### src/rtl/uart_pkg.sv
// Shared definitions for the UART transmit arbiter.
//   - state_t      : arbiter FSM states
//   - BYTE_W       : width of one transmitted byte
//   - MAX_REQ      : largest supported requester count
//   - idx_to_onehot / onehot_to_idx : conversions between a requester index
//                    and its one-hot grant vector (sized for MAX_REQ)
package uart_pkg;

  localparam int BYTE_W  = 8;
  localparam int MAX_REQ = 8;

  typedef enum logic [2:0] {
    IDLE      = 3'd0,
    SEND      = 3'd1,
    WAIT_ACK  = 3'd2,
    WAIT_DONE = 3'd3,
    HOLD      = 3'd4
  } state_t;

  function automatic logic [MAX_REQ-1:0] idx_to_onehot(input logic [2:0] idx);
    logic [MAX_REQ-1:0] oh;
    oh      = '0;
    oh[idx] = 1'b1;
    return oh;
  endfunction

  // Grant vectors are one-hot by construction; an all-zero vector maps to 0.
  function automatic logic [2:0] onehot_to_idx(input logic [MAX_REQ-1:0] oh);
    logic [2:0] idx;
    idx = '0;
    for (int i = 0; i < MAX_REQ; i++) begin
      if (oh[i]) idx = 3'(i);
    end
    return idx;
  endfunction

endpackage

### src/rtl/uart_tx_arbiter_if.sv
// Requester-side byte stream bundle of the UART transmit arbiter.
//   req_valid [NREQ]        : byte offered by requester i
//   req_data  [8*NREQ]      : byte of requester i at bits [8i+7:8i]
//   req_last  [NREQ]        : offered byte ends its packet
//   req_ready [NREQ]        : one-hot, single-cycle accept pulse
// master = byte sources, slave = arbiter.
interface uart_tx_arbiter_if #(
  parameter int NREQ = 4
);
  import uart_pkg::*;

  logic [NREQ-1:0]        req_valid;
  logic [BYTE_W*NREQ-1:0] req_data;
  logic [NREQ-1:0]        req_last;
  logic [NREQ-1:0]        req_ready;

  modport master (
    output req_valid,
    output req_data,
    output req_last,
    input  req_ready
  );

  modport slave (
    input  req_valid,
    input  req_data,
    input  req_last,
    output req_ready
  );

endinterface

### src/rtl/uart_rr_pick.sv
// Combinational round-robin picker.
//   req     : request vector
//   ptr     : index with highest priority this round
//   winner  : first set bit of req searching upward from ptr, wrapping
//   any_req : at least one request present (winner is only meaningful then)
module uart_rr_pick #(
  parameter  int NREQ = 4,
  localparam int PW   = $clog2(NREQ)
) (
  input  logic [NREQ-1:0] req,
  input  logic [PW-1:0]   ptr,
  output logic [PW-1:0]   winner,
  output logic            any_req
);

  // Walk from the farthest candidate back to ptr so the closest hit wins.
  always_comb begin
    int idx;
    idx     = 0;
    winner  = ptr;
    any_req = |req;
    for (int k = NREQ - 1; k >= 0; k--) begin
      idx = int'(ptr) + k;
      if (idx >= NREQ) idx = idx - NREQ;
      if (req[idx[PW-1:0]]) winner = idx[PW-1:0];
    end
  end

endmodule

### src/rtl/uart_tx_arbiter.sv
// Shares one UART transmitter between NREQ byte-stream requesters.
// Arbitration is round-robin at packet boundaries only; a grant stays locked
// until the packet's last byte has fully shifted out, or a timeout fires.
//   CLK100MHZ   : system clock
//   SW0         : synchronous active-high reset
//   rq          : requester byte streams (slave side)
//   grant       : one-hot current owner, 0 when unowned
//   tx_start    : single-cycle start pulse to the transmitter
//   tx_data     : registered byte to the transmitter
//   tx_busy     : transmitter is shifting a frame
//   arb_busy    : arbiter is not idle
//   timeout_err : sticky, cleared only by SW0
module uart_tx_arbiter
  import uart_pkg::*;
#(
  parameter int NREQ    = 4,
  parameter int TIMEOUT = 1023,
  parameter int TW      = 10
) (
  input  logic              CLK100MHZ,
  input  logic              SW0,
  uart_tx_arbiter_if.slave  rq,
  output logic [NREQ-1:0]   grant,
  output logic              tx_start,
  output logic [BYTE_W-1:0] tx_data,
  input  logic              tx_busy,
  output logic              arb_busy,
  output logic              timeout_err
);

  localparam int            PW          = $clog2(NREQ);
  localparam logic [TW-1:0] TIMEOUT_CNT = TW'(TIMEOUT);

  state_t            state_reg, state_next;
  logic [NREQ-1:0]   grant_reg, grant_next;
  logic [PW-1:0]     ptr_reg, ptr_next;
  logic [TW-1:0]     cnt_reg, cnt_next;
  logic [BYTE_W-1:0] tx_data_reg, tx_data_next;
  logic              last_reg, last_next;
  logic              err_reg, err_next;

  logic [BYTE_W-1:0] req_byte [NREQ];
  logic [PW-1:0]     winner;
  logic [PW-1:0]     owner;
  logic [PW-1:0]     owner_inc;
  logic              any_req;
  logic              owner_valid;

  for (genvar gi = 0; gi < NREQ; gi++) begin : g_req
    assign req_byte[gi]     = rq.req_data[BYTE_W*gi +: BYTE_W];
    // Only the owner can see ready, and only during its SEND cycle.
    assign rq.req_ready[gi] = (state_reg == SEND) && grant_reg[gi];
  end

  uart_rr_pick #(
    .NREQ (NREQ)
  ) u_pick (
    .req     (rq.req_valid),
    .ptr     (ptr_reg),
    .winner  (winner),
    .any_req (any_req)
  );

  assign owner       = PW'(onehot_to_idx(MAX_REQ'(grant_reg)));
  assign owner_inc   = (owner == PW'(NREQ - 1)) ? '0 : owner + PW'(1);
  assign owner_valid = rq.req_valid[owner];

  always_ff @(posedge CLK100MHZ) begin
    if (SW0) begin
      state_reg   <= IDLE;
      grant_reg   <= '0;
      ptr_reg     <= '0;
      cnt_reg     <= '0;
      tx_data_reg <= '0;
      last_reg    <= 1'b0;
      err_reg     <= 1'b0;
    end else begin
      state_reg   <= state_next;
      grant_reg   <= grant_next;
      ptr_reg     <= ptr_next;
      cnt_reg     <= cnt_next;
      tx_data_reg <= tx_data_next;
      last_reg    <= last_next;
      err_reg     <= err_next;
    end
  end

  // The byte and its last flag are latched on every transition into SEND, so
  // tx_data is already valid while tx_start is high and holds until the next
  // SEND. The requester keeps its byte stable until ready, so the value
  // sampled on entry is the one being accepted.
  always_comb begin
    state_next   = state_reg;
    grant_next   = grant_reg;
    ptr_next     = ptr_reg;
    cnt_next     = cnt_reg;
    tx_data_next = tx_data_reg;
    last_next    = last_reg;
    err_next     = err_reg;

    unique case (state_reg)
      IDLE: begin
        if (any_req) begin
          grant_next   = NREQ'(idx_to_onehot(3'(winner)));
          tx_data_next = req_byte[winner];
          last_next    = rq.req_last[winner];
          state_next   = SEND;
        end
      end

      SEND: begin
        cnt_next   = '0;
        state_next = WAIT_ACK;
      end

      WAIT_ACK: begin
        if (tx_busy) begin
          state_next = WAIT_DONE;
        end else if (cnt_reg == TIMEOUT_CNT) begin
          // Transmitter never acknowledged: drop the byte and release.
          err_next   = 1'b1;
          grant_next = '0;
          ptr_next   = owner_inc;
          state_next = IDLE;
        end else begin
          cnt_next = cnt_reg + TW'(1);
        end
      end

      WAIT_DONE: begin
        if (!tx_busy) begin
          if (last_reg) begin
            grant_next = '0;
            ptr_next   = owner_inc;
            state_next = IDLE;
          end else if (owner_valid) begin
            tx_data_next = req_byte[owner];
            last_next    = rq.req_last[owner];
            state_next   = SEND;
          end else begin
            cnt_next   = '0;
            state_next = HOLD;
          end
        end
      end

      HOLD: begin
        // Grant stays locked mid-packet; other requesters are ignored here.
        if (owner_valid) begin
          tx_data_next = req_byte[owner];
          last_next    = rq.req_last[owner];
          state_next   = SEND;
        end else if (cnt_reg == TIMEOUT_CNT) begin
          err_next   = 1'b1;
          grant_next = '0;
          ptr_next   = owner_inc;
          state_next = IDLE;
        end else begin
          cnt_next = cnt_reg + TW'(1);
        end
      end

      default: begin
        state_next = IDLE;
      end
    endcase
  end

  assign grant       = grant_reg;
  assign tx_start    = (state_reg == SEND);
  assign tx_data     = tx_data_reg;
  assign arb_busy    = (state_reg != IDLE);
  assign timeout_err = err_reg;

endmodule
### src/flat_wrapper.sv
// flat-port wrapper written by rule: the top's interface ports become plain ports
module uart_tx_arbiter_flat import uart_pkg::*;
#(
  parameter int NREQ    = 4,
  parameter int TIMEOUT = 1023,
  parameter int TW      = 10
)
  (CLK100MHZ, SW0, grant, tx_start, tx_data, tx_busy, arb_busy, timeout_err, rq_req_valid, rq_req_data, rq_req_last, rq_req_ready);
  uart_tx_arbiter_if #(.NREQ(NREQ)) rq_i ();
  input  logic CLK100MHZ;
  input  logic SW0;
  output logic [NREQ-1:0] grant;
  output logic tx_start;
  output logic [BYTE_W-1:0] tx_data;
  input  logic tx_busy;
  output logic arb_busy;
  output logic timeout_err;
  input wire logic [$bits(rq_i.req_valid)-1:0] rq_req_valid;
  input wire logic [$bits(rq_i.req_data)-1:0] rq_req_data;
  input wire logic [$bits(rq_i.req_last)-1:0] rq_req_last;
  output wire logic [$bits(rq_i.req_ready)-1:0] rq_req_ready;
  assign rq_i.req_valid = rq_req_valid;
  assign rq_i.req_data = rq_req_data;
  assign rq_i.req_last = rq_req_last;
  assign rq_req_ready = rq_i.req_ready;
  uart_tx_arbiter #(.NREQ(NREQ), .TIMEOUT(TIMEOUT), .TW(TW)) u_core (.CLK100MHZ(CLK100MHZ), .SW0(SW0), .rq(rq_i), .grant(grant), .tx_start(tx_start), .tx_data(tx_data), .tx_busy(tx_busy), .arb_busy(arb_busy), .timeout_err(timeout_err));
endmodule
### config.mk
export PLATFORM = sky130hd
export DESIGN_NAME = uart_tx_arbiter_flat
export DESIGN_NICKNAME = d
export VERILOG_FILES = /design/src/rtl/uart_pkg.sv /design/src/rtl/uart_tx_arbiter_if.sv /design/src/rtl/uart_rr_pick.sv /design/src/rtl/uart_tx_arbiter.sv /design/src/flat_wrapper.sv
export SDC_FILE = /design/constraint.sdc
export NUM_CORES = 1
export LEC_CHECK = 0
export ABC_AREA = 1
export ABC_CLOCK_PERIOD_IN_PS = 4690
export CAP_MARGIN = 25
export CORE_ASPECT_RATIO = 0.7
export CORE_MARGIN = 3
export CORE_UTILIZATION = 32
export CTS_CLUSTER_DIAMETER = 80
export DETAILED_ROUTE_END_ITERATION = 8
export SYNTH_ARGS = -nofsm -noshare
export SYNTH_HDL_FRONTEND = slang
export SYNTH_HIERARCHICAL = 1
export SYNTH_SLANG_ARGS = --single-unit
### constraint.sdc
create_clock -name CLK100MHZ -period 4.69 [get_ports CLK100MHZ]
set_input_delay 0.938 -clock CLK100MHZ [delete_from_list [all_inputs] [get_ports CLK100MHZ]]
set_output_delay 0.938 -clock CLK100MHZ [all_outputs]
set_load 0.03 [all_outputs]
==> results of run 1 <==
==> synthesized netlist by cell type, drive strengths merged (2+ instances only) <==
| master | count | area (um2) |
|---|---|---|
| nor2 | 77 | 299.0 |
| clkbuf | 4 | 15.01 |
| nor3 | 11 | 55.05 |
| o21ai | 17 | 100.1 |
| o21bai | 2 | 15.01 |
| nand2 | 201 | 814.5 |
| o22ai | 9 | 56.30 |
| nand3 | 35 | 180.2 |
| dfxtp | 29 | 580.6 |
| buf | 8 | 80.07 |
| a21oi | 19 | 125.1 |
| clkinv | 3 | 11.26 |
| inv | 54 | 210.2 |
| nand4 | 10 | 62.56 |
| xor2 | 2 | 17.52 |
==> final cells by class <==
class,instances,share of cell area (%)
clock buffer,7,4.135
inverter,57,6.420
multi-input combinational,387,51.03
sequential,29,16.83
tap,101,3.663
timing repair buffer,62,17.92
==> final timing paths <==
| path | depth (start not counted) | slack (ns) | end |
|---|---|---|---|
| setup / recovery | 19 | 1.48 | u_core/tx_data[0] |
| hold / removal | 2 | 0.51 | u_core/timeout_err |
| setup reg to reg | 18 | 2.10 | u_core/tx_data[0] |
| hold reg to reg | 2 | 0.51 | u_core/timeout_err |
==> per-stage QoR <==
step / std cells / hold WS (ns) / utilization (%)
2_1_floorplan: 485 / 0.4654 / -
3_3_place_gp: 636 / 0.4818 / 41.48
3_5_place_dp: 636 / 0.4824 / 41.48
4_1_cts: 643 / 0.4997 / 43.27
5_1_grt: 643 / 0.5105 / 43.27
6_report: 643 / 0.5082 / 43.27
==> worst reg2reg max path, delay by kind of cell (launching register included) <==
| kind | cells | cell delay, ns |
|---|---|---|
| buffers and inverters | 3 | 0.15 |
| flip-flops | 1 | 0.56 |
| AND/OR/NAND/NOR | 15 | 1.81 |
==> power by group through the flow <==
stage	Clock [mW]	Sequential (mW)	Combinational, mW
floorplan	0	0.434	0.882
global placement	0	0.386	1.24
detailed placement	0	0.387	1.25
CTS	0.325	0.382	1.25
global route	0.339	0.393	1.41
finish	0.317	0.382	1.26
==> layer usage <==
metal / wire, um / track usage, %
met5: 0 / 0
met4: 61 / 3.517
met3: 754 / 3.277
met2: 3337 / 27.54
met1: 4268 / 27.13
==> cells by family (layout without fill, tap and decap cells) <==
family,Yosys count,count (layout),share of synthesized area [%]
AOI/OAI and AO/OA,49,49,11.72
xor gates and xnor gates,2,2,0.6593
adders and majority gates,1,1,0.4707
buffers and inverters,69,126,11.91
DFF,29,29,21.85
and+or+nand+nor,335,335,53.39
==> flow_metrics.py, run 1 <==
metrics = {
    "detailed_routing": {
        "initialDrtViolationCount": 194,
        "vias": 3163,
        "drt-wirelength-per-cell_um": 13.10,
        "dr.pass1.iters": 5,
        "drt_wl_total_um": 8422,
        "viasPerCell": 4.919,
        "drc": 0,
        "ant_nets": 0,
    },
    "logic_synthesis": {
        "synthCells": 485,
        "synth_edf_count": 0,
        "yosys_warnings": 6,
        "async_flop_share_pct": 0,
        "syn_nets": 529,
        "yosysSeqAreaShare_pct": 21.85,
        "synth_area_um2": 2658,
        "avgSynthCellArea_um2": 5.479,
        "synthDistinctLibCells": 33,
        "synthFlopType": "dfxtp_1",
        "synth-seq-cells": 29,
    },
    "finish": {
        "multi_input_area_um2": 1760,
        "final_cell_mix": "185 x nand2_1, 73 x nor2_1, 61 x clkdlybuf4s50_1",
        "drive_gt1_share_pct": 7.749,
        "fin_area_um2": 3450,
        "regArea_um2": 580.6,
        "diodes": 0,
        "fillers": 825,
        "nets": 586,
        "syn_to_final_growth_pct": 29.80,
        "layout_commonest_cell": "nand2_1",
        "largest_reg_flops": 10,
    },
    "worst_setup_path": {
        "crit_top_cell": "nand2_1",
        "worstPathCellList": "clkdlybuf4s50_1 -> inv_1 -> nand2_1 -> nand3_1 -> nand2_1 -> inv_2 -> nand2_1 -> nand2_1 -> nand2_1 -> nand2_1 -> nand2_1 -> inv_1 -> nor2_1 -> nand2_1 -> nand4_1 -> nand2_1 -> nand2_1 -> nor2_1 -> nor2_1",
        "worstPathArrival_ns": 3.42,
        "cp-start-kind": "primary input",
        "slowest_stage": "nor2_1",
        "end_kind": "flop",
        "timing.critical_path.buf_inv": 4,
        "critical-path-top-delay-family": "simple AND/OR/NAND/NOR gates",
        "criticalPathCategory": "in2reg",
        "critPathMaxStageDelay_ns": 0.68,
        "reg2reg_from": "u_core/ptr_reg[0]",
        "crit_start": "rq_req_valid[3]",
        "cp_max_fo": 10,
        "cp_data_required_time_ns": 4.90,
    },
    "global_routing": {
        "grt_pass1_wl_um": 13900,
        "grt_pass1_vias": 2867,
        "grt-ovfl-total": 0,
        "grt_use_total_pct": 18.24,
        "grt_start_max_net_pins": 21,
        "antenna_found_initial": 0,
    },
    "cts": {
        "path_clk_slew_ns": 0.05,
        "holdBufCountCts": 0,
        "cts_max_level": 2,
        "worstSkewPairLatency_ns": 0.27,
        "cts_made_buffers": 5,
        "post_cts_resized": 0,
        "cts_tree": "yes",
        "clock_sinks": 29,
        "cts_buffer_depth": 2,
        "cts_root_buffer": "clkbuf_16",
        "postCtsSetupBuffers": 0,
    },
    "die": {
        "rows": 27,
        "core_um2": 7973,
        "die_y_um": 82.25,
        "start_util_pct": 33.33,
        "fp.dieW_um": 114.9,
        "dieArea_um2": 9452,
        "ios": 62,
    },
    "sta": {
        "setup_ws_ns": 1.480,
        "slew_headroom_pct": 39.57,
        "hold_viol_final": 0,
        "grt_setup_unrepaired": "false",
        "worst_pin_slew_ns": 0.9031,
        "fin_crit_sh_pct": 68.43,
        "fmaxAchievable_mhz": 311.6,
        "period_needed_ns": 3.210,
        "setup_violations": 0,
        "drv_slew": 0,
        "tns_ns": 0,
        "skew_ns": 0.002950,
    },
    "pwr": {
        "netSwitchingFraction_pct": 51.67,
        "p_int_mw": 0.9463,
        "clkPwrFrac_pct": 16.2,
        "finalPower_mw": 1.958,
        "leakagePower_nw": 1.597,
        "comb_power_share_pct": 64.3,
        "p_switching_mw": 1.012,
        "seq_power_share_pct": 19.5,
        "powerDensity_nw_per_um2": 567.6,
        "max-vdd-ir-drop_uv": 288.4,
    },
    "hold_path": {
        "hold_path.class": "reg2reg",
        "worstHoldStart": "u_core/timeout_err",
    },
    "placement": {
        "pre_cts_ws_ns": 1.230,
        "dp_hpwl_um": 6149,
        "io_buffers": 61,
        "place_area_um2": 3307,
        "gp_congestion": 0.8901,
    },
    "job": {
        "maxCapViolations": 0,
    },
    "run_status": {
        "status": "completed",
    },
}
Power figures use the tool's default switching activity.
==> inputs of run 2 (changes only) <==
--- a/config.mk
+++ b/config.mk
@@ -6,7 +6,7 @@
 export NUM_CORES = 1
 export LEC_CHECK = 0
 export ABC_AREA = 1
-export ABC_CLOCK_PERIOD_IN_PS = 4690
+export ABC_CLOCK_PERIOD_IN_PS = 3350
 export CAP_MARGIN = 25
 export CORE_ASPECT_RATIO = 0.7
 export CORE_MARGIN = 3
==> constraint.sdc (replaced) <==
create_clock -name CLK100MHZ -period 3.35 [get_ports CLK100MHZ]
set_input_delay 0.67 -clock CLK100MHZ [delete_from_list [all_inputs] [get_ports CLK100MHZ]]
set_output_delay 0.67 -clock CLK100MHZ [all_outputs]
set_load 0.03 [all_outputs]
==> run 2 against run 1 <==
Sequential power increased by 36%; critical path depth decreased by 14; combinational power increased by 46%; total power increased by 45%; via count decreased by 0.73%; critical path type is now reg2out; register-to-register slack got worse by 1.1 ns; sequential share of layout area decreased by 0.25 points; highest routed layer unchanged; worst setup slack got worse by 0.84 ns.
==> flow_metrics.py, run 2 (synthesis results as in run 1) <==
metrics = {
    "run_status": {
        "status": "completed",
    },
    "finish": {
        "fillers": 843,
        "stdcell_count": 649,
        "layout_commonest_cell": "nand2_1",
        "largest_reg_flops": 10,
        "multi_input_area_um2": 1760,
        "nets": 591,
        "regArea_um2": 580.6,
        "syn_to_final_growth_pct": 31.78,
        "diodes": 0,
        "drive_gt1_share_pct": 8.942,
        "final_cell_mix": "185 x nand2_1, 73 x nor2_1, 61 x clkdlybuf4s50_1",
    },
    "detailed_routing": {
        "dr.pass1.iters": 5,
        "ant_nets": 0,
        "vias": 3140,
        "drt-wirelength-per-cell_um": 13.32,
        "drt_wl_total_um": 8643,
        "initialDrtViolationCount": 242,
        "drc": 0,
        "viasPerCell": 4.838,
    },
    "worst_setup_path": {
        "worstPathCellList": "inv_1 -> nor3_1 -> inv_1 -> nor2_1 -> clkdlybuf4s50_1",
        "rrSetupSlack_ns": 0.97,
        "cp_data_required_time_ns": 2.68,
        "critPathMaxStageDelay_ns": 0.68,
        "cp-start-kind": "flop",
        "timing.critical_path.buf_inv": 3,
        "end_kind": "output port",
        "critical-path-top-delay-family": "buffers and inverters",
        "cp.depth": 5,
        "reg2reg_depth": 15,
        "slowest_stage": "clkdlybuf4s50_1",
        "crit_top_cell": "inv_1",
        "criticalPathCategory": "reg2out",
        "cp_max_fo": 4,
        "worstPathArrival_ns": 2.04,
    },
    "cts": {
        "cts_made_buffers": 5,
        "path_clk_slew_ns": 0.05,
        "holdBufCountCts": 0,
        "cts_tree": "yes",
        "postCtsSetupBuffers": 0,
        "worstSkewPairLatency_ns": 0.27,
        "post_cts_resized": 0,
        "cts_root_buffer": "clkbuf_16",
        "clock_sinks": 29,
        "cts_buffer_depth": 2,
        "cts_max_level": 2,
    },
    "pwr": {
        "clkPwrFrac_pct": 16.8,
        "leakagePower_nw": 1.632,
        "netSwitchingFraction_pct": 51.48,
        "finalPower_mw": 2.835,
        "powerDensity_nw_per_um2": 809.4,
        "p_switching_mw": 1.459,
        "max-vdd-ir-drop_uv": 372.5,
        "seq_power_share_pct": 18.3,
        "p_int_mw": 1.375,
        "comb_power_share_pct": 64.9,
    },
    "global_routing": {
        "antenna_found_initial": 0,
        "grt-ovfl-total": 0,
        "grt_pass1_wl_um": 14180,
        "grt_start_max_net_pins": 19,
        "grt_pass1_vias": 2923,
        "grt_use_total_pct": 18.53,
    },
    "die": {
        "rows": 27,
        "start_util_pct": 33.33,
        "dieArea_um2": 9452,
        "ios": 62,
        "die_y_um": 82.25,
        "core_um2": 7973,
        "fp.dieW_um": 114.9,
    },
    "sta": {
        "hold_viol_final": 0,
        "slew_headroom_pct": 54.05,
        "drv_slew": 0,
        "setup_ws_ns": 0.6412,
        "period_needed_ns": 2.709,
        "worst_pin_slew_ns": 0.6867,
        "fin_crit_sh_pct": 80.86,
        "skew_ns": 0.003805,
        "grt_setup_unrepaired": "false",
        "tns_ns": 0,
        "setup_violations": 0,
        "fmaxAchievable_mhz": 369.2,
        "whs_ns": 0.4961,
    },
    "job": {
        "maxCapViolations": 0,
    },
    "placement": {
        "place_inst": 641,
        "io_buffers": 61,
        "dp_hpwl_um": 6497,
        "pre_cts_ws_ns": 0.3710,
        "gp_congestion": 0.9289,
    },
    "hold_path": {
        "min_path_cells": 2,
        "hold_path.class": "reg2reg",
    },
}
[run 2: cell types whose count changed in the layout (fill, tap and decap cells not counted), sizes merged]
cell    previous run  this run
buf                1         6
clkinv             3         4
[run 2: final timing paths]
check / startpoint / end
max reg2reg: u_core/ptr_reg[0] / u_core/last_reg
min: u_core/timeout_err / u_core/timeout_err
min reg2reg: u_core/timeout_err / u_core/timeout_err
max: u_core/state_reg[0] / rq_req_ready[3]
[run 2: worst register-to-register path, stage by stage (launching register included)]
cell and delay, ns:
dfxtp_1 0.58, nand2_1 0.09, o21ai_1 0.13, nand2_1 0.10
a21oi_1 0.16, nand2_1 0.08, nand3_1 0.07, nand2_1 0.10
nand2_1 0.09, clkinv_1 0.27, nand2_1 0.14, nand2_1 0.05
o21ai_0 0.15, o21ai_0 0.10, nor2_1 0.10, a21oi_1 0.07
[run 2: area by class of cell]
type,count,share of cell area (%)
repair buffers,67,18.72
flip-flops and latches,29,16.58
clock buffers,7,4.359
multi-input cells,387,50.27
inverters,57,6.324
clock inverters,1,0.1429
well taps,101,3.608
[run 2: power by group through the flow]
stage | sequential [mW] | combinational, mW | clock, mW
after floorplan | 0.607 | 1.23 | 0
after CTS | 0.521 | 1.83 | 0.483
after global placement | 0.523 | 1.80 | 0
after global routing | 0.532 | 2.04 | 0.499
final | 0.520 | 1.84 | 0.476
after detailed placement | 0.527 | 1.82 | 0
[run 2: per-stage QoR]
step | instance area [um2] | util, %
after floorplan | 2658 | -
after global placement | 3344 | 41.95
after detailed placement | 3344 | 41.95
after CTS | 3502 | 43.93
after global routing | 3502 | 43.93
final | 3502 | 43.93
[run 2: per-layer routing]
layer / global-route usage [%] / vias to the layer above / part of all wire [%]
met3: 3.714 / 4 / 7.4
met4: 2.931 / 0 / 0.52
met2: 27.60 / 104 / 41
li1: - / 1653 / -
met5: 0 / - / 0
met1: 27.82 / 1379 / 51
==> inputs of run 3 (changes only) <==
--- a/config.mk
+++ b/config.mk
@@ -6,7 +6,7 @@
 export NUM_CORES = 1
 export LEC_CHECK = 0
 export ABC_AREA = 1
-export ABC_CLOCK_PERIOD_IN_PS = 3350
+export ABC_CLOCK_PERIOD_IN_PS = 2650
 export CAP_MARGIN = 25
 export CORE_ASPECT_RATIO = 0.7
 export CORE_MARGIN = 3
==> constraint.sdc (replaced) <==
create_clock -name CLK100MHZ -period 2.65 [get_ports CLK100MHZ]
set_input_delay 0.53 -clock CLK100MHZ [delete_from_list [all_inputs] [get_ports CLK100MHZ]]
set_output_delay 0.53 -clock CLK100MHZ [all_outputs]
set_load 0.03 [all_outputs]
==> run 3 against run 2 <==
Flip-flop and latch count unchanged; worst hold slack improved by 0.0015 ns; clock power up 25%; design area increased by 0.89%; global-route usage barely moved; clock skew is 0.0013 ns higher; sequential power up 26%; core utilization up 0.39 points; largest cell class unchanged.
==> flow_metrics.py, run 3 (synthesis results as in run 1) <==
metrics = {
    "placement": {
        "place_inst": 644,
        "place_area_um2": 3367,
        "dp_hpwl_um": 6333,
        "io_buffers": 61,
        "gp_congestion": 0.9373,
    },
    "worst_setup_path": {
        "worstPathArrival_ns": 1.91,
        "cp-start-kind": "flop",
        "end_kind": "output port",
        "reg2reg_depth": 19,
        "cp_data_required_time_ns": 2.12,
        "cp_max_fo": 4,
        "criticalPathCategory": "reg2out",
    },
    "finish": {
        "regArea_um2": 580.6,
        "drive_gt1_share_pct": 9.800,
        "fillers": 854,
        "layout_commonest_cell": "nand2_1",
        "nets": 594,
        "fin_area_um2": 3533,
        "multi_input_area_um2": 1765,
        "final_cell_mix": "185 x nand2_1, 73 x nor2_1, 61 x clkdlybuf4s50_1",
        "syn_to_final_growth_pct": 32.96,
        "diodes": 0,
        "largest_reg_flops": 10,
        "stdcell_count": 652,
    },
    "sta": {
        "slew_headroom_pct": 68.52,
        "skew_ns": 0.005097,
        "worst_pin_slew_ns": 0.4711,
        "fin_crit_sh_pct": 91.92,
        "grt_setup_unrepaired": "true",
        "fmaxAchievable_mhz": 410.5,
        "hold_viol_final": 0,
        "setup_violations": 0,
        "period_needed_ns": 2.436,
        "drv_slew": 0,
    },
    "global_routing": {
        "grt-ovfl-total": 0,
        "grt_pass1_vias": 2941,
        "grt_pass1_wl_um": 14150,
        "grt_start_max_net_pins": 21,
        "grt_use_total_pct": 18.52,
        "antenna_found_initial": 0,
    },
    "die": {
        "dieArea_um2": 9452,
        "ios": 62,
        "rows": 27,
        "core_um2": 7973,
        "die_y_um": 82.25,
        "fp.dieW_um": 114.9,
        "start_util_pct": 33.33,
    },
    "pwr": {
        "comb_power_share_pct": 65.2,
        "p_switching_mw": 1.821,
        "clkPwrFrac_pct": 16.6,
        "max-vdd-ir-drop_uv": 537.7,
        "netSwitchingFraction_pct": 50.88,
        "leakagePower_nw": 1.657,
        "seq_power_share_pct": 18.2,
        "powerDensity_nw_per_um2": 1013,
        "p_int_mw": 1.758,
    },
    "detailed_routing": {
        "dr.pass1.iters": 4,
        "ant_nets": 0,
        "drc": 0,
        "vias": 3181,
        "viasPerCell": 4.879,
        "drt_wl_total_um": 8521,
        "drt-wirelength-per-cell_um": 13.07,
        "initialDrtViolationCount": 206,
    },
    "cts": {
        "postCtsSetupBuffers": 0,
        "cts_max_level": 2,
        "cts_tree": "yes",
        "worstSkewPairLatency_ns": 0.28,
        "holdBufCountCts": 0,
        "path_clk_slew_ns": 0.05,
        "clock_sinks": 29,
        "cts_buffer_depth": 2,
        "cts_root_buffer": "clkbuf_16",
        "cts_made_buffers": 5,
    },
    "hold_path": {
        "hold_path.class": "reg2reg",
        "min_path_cells": 2,
    },
    "job": {
        "maxCapViolations": 0,
    },
    "run_status": {
        "status": "completed",
    },
}
==> run 3: cell types whose count changed in the layout (fill, tap and decap cells not counted) <==
cell / previous run / this run
buf_4: 6 / 8
buf_6: 0 / 1
clkinv_1: 3 / 2
inv_2: 6 / 7
nor3_1: 11 / 10
nor3_2: 0 / 1
==> run 3: worst max-delay path: stages, from the launching register on <==
cell             delay [ns]
dfxtp_1                0.40
inv_1                  0.13
nor3_2                 0.20
inv_1                  0.12
nor2_1                 0.10
clkdlybuf4s50_1        0.69
==> run 3: repair_timing <==
item,4_1_cts,5_1_grt
resized for setup,0,3
hold endpoints to repair,0,0
setup endpoints to repair,0,10
==> run 3: layout make-up <==
cell class / instances / share of cell area (%)
sequential: 29 / 16.43
clock inverter: 1 / 0.1416
clock buffer: 7 / 4.320
tap: 101 / 3.576
multi-input combinational: 387 / 49.96
inverter: 57 / 6.268
timing repair buffer: 70 / 19.30
==> run 3: worst paths after layout <==
path | startpoint | end | slack, ns
worst max-delay path | u_core/state_reg[0] | rq_req_ready[3] | 0.21
worst min-delay path | u_core/timeout_err | u_core/timeout_err | 0.50
worst min register to register | u_core/timeout_err | u_core/timeout_err | 0.50
worst max register to register | u_core/ptr_reg[0] | u_core/last_reg | 0.42
==> run 3: metal layers <==
metal,up-vias,GRT usage (%),part of all wire [%]
li1,1649,-,-
met1,1423,26.70,52
met2,107,28.06,41
met3,2,4.661,7.1
met4,0,3.400,0.25
met5,-,0,0
==> run 3: stage by stage <==
stage	total power [mW]	setup slack (ns)	utilization (%)	hold WS [ns]	setup TNS, ns
global route	3.897	-0.005484	44.32	0.5144	-0.005484
detailed placement	2.962	-0.03078	42.23	0.4685	-0.08710
CTS	3.573	0.08894	44.21	0.4969	0
floorplan	2.328	0.2483	-	0.4654	0
finish	3.579	0.2141	44.32	0.4975	0
global placement	2.951	0.007556	42.23	0.4785	0
==> run 3: power by group through the flow <==
stage	registers (mW)	clock network, mW	logic [mW]
floorplan	0.768	0	1.56
global placement	0.663	0	2.29
detailed placement	0.660	0	2.30
CTS	0.652	0.608	2.31
global route	0.672	0.631	2.59
finish	0.653	0.594	2.33
